`src/rtl/exotiny_gpo_checker.sv`:
```
// exotiny_gpo_checker
//   Self-checking run controller for ExoTiny simulations and FPGA demos.
//   Holds the core in reset for RSTCYCLES cycles after rst_in releases, then
//   counts edges on every GPO channel. It declares PASS once every channel has
//   seen EXPTOGGLES edges, or FAIL when the watchdog expires.
//
//   Ports
//     clk_i        system clock
//     rst_in       asynchronous active-low reset
//     gpo_i        core GPO outputs, synchronous to clk_i
//     sel_i        channel select for cnt_o (out-of-range selects read 0)
//     core_rst_on  active-low reset to the core
//     cnt_o        edge count of the selected channel
//     busy_o       RESET or RUN
//     done_o       PASS or FAIL
//     pass_o       PASS
//     timeout_o    FAIL
//
//   Build option
//     EXOTINY_GPO_STALL_WDT_EN  defined:   the watchdog restarts on any GPO edge
//                                          (stall detector)
//                               undefined: the watchdog counts from RUN entry
//                                          (absolute limit)

// Per-channel edge detector and saturating edge counter.
module exotiny_gpo_chan #(
  parameter int CNTW = 16
) (
  input  logic            clk_i,
  input  logic            rst_in,
  input  logic            en_i,    // count edges (any state but RESET)
  input  logic            gpo_i,
  output logic            edge_o,  // raw edge this cycle, not gated by en_i
  output logic [CNTW-1:0] cnt_o
);
  logic gpo_q;

  assign edge_o = gpo_i ^ gpo_q;

  // gpo_q samples in every state, so entering RUN never sees a stale edge.
  always_ff @(posedge clk_i or negedge rst_in) begin
    if (!rst_in) begin
      gpo_q <= 1'b0;
      cnt_o <= '0;
    end else begin
      gpo_q <= gpo_i;
      if (en_i && edge_o && (cnt_o != '1)) cnt_o <= cnt_o + CNTW'(1);
    end
  end
endmodule


```
`config.mk`:
```
export PLATFORM = sky130hd
export DESIGN_NAME = exotiny_gpo_chan
export DESIGN_NICKNAME = d
export VERILOG_FILES = /design/src/rtl/exotiny_gpo_checker.sv
export SDC_FILE = /design/constraint.sdc
export NUM_CORES = 1
export LEC_CHECK = 0
export CORE_MARGIN = 3
export CORE_UTILIZATION = 51
export DETAILED_ROUTE_END_ITERATION = 6
export GPL_ROUTABILITY_DRIVEN = 0
export PLACE_DENSITY = 0.89
export SYNTH_ARGS = -nofsm -noshare
export SYNTH_HDL_FRONTEND = slang
export SYNTH_SLANG_ARGS = --single-unit
```
`constraint.sdc`:
```
create_clock -name clk_i -period 2.8 [get_ports clk_i]
set_input_delay 0.56 -clock clk_i [delete_from_list [all_inputs] [get_ports clk_i]]
set_output_delay 0.56 -clock clk_i [all_outputs]
set_load 0.03 [all_outputs]
```
# [Word-level counts from Yosys, hierarchy flattened]
# Cells that the tools add are included.
[word_totals] regBits=17 inputBits=4 output_inout_bits=17 elab_cells=7
[classes] addsub=1 eq_ne=1 bitwise=1 n_reduce_logical=2
[ops] operator="$add A16 B1 Y16 const B" count=1
[ops] operator="$ne A16 B16 Y1 const B" count=1
[ops] operator="$logic_and A1 B1 Y1" count=2
[ops] operator="$xor A1 B1 Y1" count=1

# [Longest topological paths before layout]
[logic_depth] ltp_word=3 depth_mapped=5 depth_no_buf=5

# [Least setup slack after synthesis]
# Ideal clock, no wire load.
[synth_path] path_kind="register to register" startpoint="register cnt_o[0]" endpoint="register cnt_o[1]" setup_time_ps=125 t_arrival_ps=1728 t_required_ps=2675 slack_ps=947 stages_incl_launch_ff=6 path_buffers=0 period_less_slack_ps=1853 cell_sequence="dfrtp_1 ha_1 nand4_2 nor4_4 nor2_2 mux2_4"
[synth_between] elab_chain_cells=2 word_cells_on_any_way=3 classes_between="add/sub: 1; eq/ne: 1; reduce/logical: 1"
[synth_rtl] item="from (decl)" line_no="34" rtl="output logic [CNTW-1:0] cnt_o"
[synth_rtl] item="from (signal assigned)" line_no="47" rtl="if (en_i && edge_o && (cnt_o != '1)) cnt_o <= cnt_o + CNTW'(1);"
[synth_rtl] item="parallel branches: the longest is 2 deep, another holds $add A16 B1 Y16"
# Several ways; the timed one is not identified.
# A chain may end at the register's enable or synchronous reset.

# [Worst setup path after layout]
[layout_path] startpoint="input gpo_i" endpoint="output edge_o"
[layout_between] elab_chain_cells=1
[layout_rtl] item="from (decl)" line_no="32" rtl="input logic gpo_i,"
[layout_rtl] item="$xor A1 B1 Y1" line_no="38" rtl="assign edge_o = gpo_i ^ gpo_q;"
[layout_rtl] item="to (decl)" line_no="33" rtl="output logic edge_o,"
# Every way passes these cells.

==> impl_metrics.csv <==
group,metric,value,unit
outcome,status,"complete, no violations",
critical_path,rr_worst_depth,5,
grt,grt_util_met3,3.76,%
drt,drc,0,
placement,placed_cells,110,
die,ios,21,
hold_path,hp-class,"register to register",
cts,cts_max_level,1,
critical_path,cp-startpoint,"gpo_i",
grt,overflow,0,
drt,num_vias,668,
cts,cts_root_buf,"clkbuf_4",
timing,setup_ws,0.329,ns
drt,postRouteAntennaNets,0,
synthesis,syn_area_per_cell,12.0,um^2
timing,max_freq,405,MHz
synthesis,ys_top_cells_by_count,"dfrtp_1 (17), xnor2_1 (7), xor2_1 (7)",
grt,grt_pass1_wl,2930,um
layout,area_growth,29.0,%
grt,grtUsageMet1,22.5,%
synthesis,synth_nets,78,
cts,clock_path_buffers,2,
critical_path,start_kind,"input port",
cts,cts_made_buffers,3,
timing,fin_worst_skew,0.00203,ns
cts,postCtsHoldBufs,0,
timing,finalCriticalPeriod,2.47,ns
grt,grt_pass1_vias,639,
critical_path,critPathArrivalTime,1.91,ns
timing,final.setup.tns,0,ns
synthesis,yosysMostFrequentCell,"dfrtp_1",
timing,setup_viol,0,
flow_run,maxCapViolations,0,
critical_path,r2r_slack,1.00,ns
layout,fin_cells,114,
die,initial_core_util,56.1,%
layout,drive_gt1_share,13.3,%
synthesis,syn-instance-count,73,
synthesis,synth_edf_count,0,
synthesis,ys_ff_latch,17,
drt,viasPerCell,5.86,
timing,rsz0062_at_grt,"false",
grt,use_met2,31.3,%
timing,finalCritPeriodShare,88.2,%
drt,avgRoutedWirePerCell,15.4,um
grt,grt_use_total,18.6,%
synthesis,async_flop_share,100,%
placement,io_buffers,20,
grt,top_usage_layer,"met2",
synthesis,synth_ff_type,"dfrtp_1",
placement,pre_cts_ws,0.319,ns
placement,dp_hpwl,1360,um
synthesis,synth.distinct_cells,25,
timing,maxSlewHeadroom,51.4,%
cts,path_clk_slew,0.09,ns
critical_path,crit_chain,"clkdlybuf4s50_1, xor2_2, clkdlybuf4s50_1",
grt,grt_max_degree,18,
drt,drtPass1Iterations,4,
drt,routed_wl,1760,um
power_and_ir_drop,p_leak,0.504,nW
synthesis,ys_top_cells_by_area,"dfrtp_1 (49%), xnor2_1 (7.0%), xor2_1 (7.0%), nand3_1 (3.4%), nand4_1 (2.9%)",
drt,drt-initial-drc-count,15,
layout,nets,104,
die,chipWidth,47.4,um
cts,clock-sinks,17,
cts,postCtsResizedCells,0,
layout,n_antenna_cell,0,
grt,antenna_found_initial,0,
critical_path,cp_slowest_cell,"clkdlybuf4s50_1",
die,die_h,47.4,um
layout,fill_cells,112,
cts,cts_setup_buffers,0,
synthesis,netlist.area_leader.share,48.6,%
critical_path,reg2reg_from,"cnt_o[0]$_DFFE_PN0P_",
critical_path,rr_endpoint,"cnt_o[1]$_DFFE_PN0P_",
timing,drv_slew,0,
critical_path,worstPathRequired,2.24,ns
power_and_ir_drop,p_per_area,660,nW/um^2
power_and_ir_drop,worst_ir_drop_vdd,0.600,mV
die,rows,14,
critical_path,cp_slowest_stage_delay,0.68,ns
synthesis,yosys_warnings,0,
critical_path,crit_path_max_fanout,2,
synthesis,yosysTopAreaCell,"dfrtp_1",
timing,worst_pin_slew,0.727,ns
critical_path,critPathMostFrequentCell,"clkdlybuf4s50_1",
timing,hold_violations,0,
synthesis,synth-seq-area-share,48.6,%
critical_path,worstSetupEndpointType,"output pin",
die,die-area,2250,um^2
critical_path,endpoint,"edge_o",
critical_path,crit_type,"input port to output pin",
cts,clock_latency,0.28,ns
hold_path,min_from,"cnt_o[15]$_DFFE_PN0P_",
cts,cts_tree,"done",
synthesis,syn-cell-area,875,um^2
die,placeableCoreArea,1560,um^2
[metrics by stage]
stage | hold slack (ns) | area, um^2 | power (mW) | util (%)
finish | 0.510 | 1130 | 0.744 | 72.4
CTS | 0.519 | 1130 | 0.753 | 72.4
global route | 0.546 | 1130 | 0.797 | 72.4
global placement | 0.483 | 1100 | 0.612 | 70.7
floorplan | 0.264 | 875 | 0.501 | -
detailed placement | 0.506 | 1100 | 0.622 | 70.7
[layer usage]
layer | part of all wire (%) | wire [um]
met5 | 0 | 0
met4 | 1.4 | 25
met3 | 4.2 | 74
met2 | 51 | 896
met1 | 43 | 760
[kinds of logic (layout without fill, tap and decap cells)]
kind of cell,after synthesis,in the layout,synth area share [%]
buffers and inverters,2,27,0.859
AOI/OAI and AO/OA,2,2,1.14
adders and majority gates,1,1,1.43
DFF,17,17,48.6
and+or+nand+nor,35,35,30.3
xor gates and xnor gates,15,15,15.9
muxes,1,1,1.72
[where the power goes]
part / internal, mW / total (mW) / leakage [nW] / switching (mW)
registers: 0.286 / 0.347 / 0.216 / 0.0609
clock network: 0.0553 / 0.127 / 0.0150 / 0.0714
logic: 0.118 / 0.271 / 0.273 / 0.153
[final cells by class]
type | instances | area [um^2] | area share (%)
Clock buffer | 4 | 26.3 | 2.33
Inverter | 2 | 7.51 | 0.665
Timing Repair Buffer | 21 | 208 | 18.4
Tap cell | 16 | 20.0 | 1.77
Multi-Input combinational cell | 54 | 442 | 39.1
Sequential cell | 17 | 425 | 37.7
[state kept, by name, indices dropped and copies added (netlist names)]
register,flops
cnt_o,16
gpo_q,1
[cell usage in the layout (no fill, tap or decap)]
master	instances
clkdlybuf4s50_1	20
dfrtp_1	17
xor2_1	7
xnor2_1	7
nand2_1	6
nand3_1	6
nand4_1	4
nor4_1	3
clkbuf_4	3
nor4b_1	2
o21ai_0	2
inv_1	2
and3_1	2
nor3_1	2
xor2_2	1
nand4_4	1
nand4_2	1
nor4_4	1
nor2_2	1
mux2_4	1
and4_2	1
or3_4	1
nor4b_4	1
nor2_1	1
nor3b_1	1
nand4bb_1	1
ha_1	1
clkbuf_1	1
buf_4	1
[worst min-delay path by stage]
stage / end / slack [ns] / cells past startpoint
3_3_place_gp: cnt_o[15]$_DFFE_PN0P_ / 0.48 / 1
5_1_grt: cnt_o[15]$_DFFE_PN0P_ / 0.55 / 1
4_1_cts: cnt_o[15]$_DFFE_PN0P_ / 0.52 / 1
6_report: cnt_o[15]$_DFFE_PN0P_ / 0.51 / 1
3_5_place_dp: cnt_o[15]$_DFFE_PN0P_ / 0.51 / 1
2_1_floorplan: cnt_o[0]$_DFFE_PN0P_ / 0.26 / 0
[critical path, delay by kind of cell]
family / cells / cell delay, ns
buf+inv: 2 / 1.19
xor+xnor: 1 / 0.15
(Power assumes the default switching activity.)
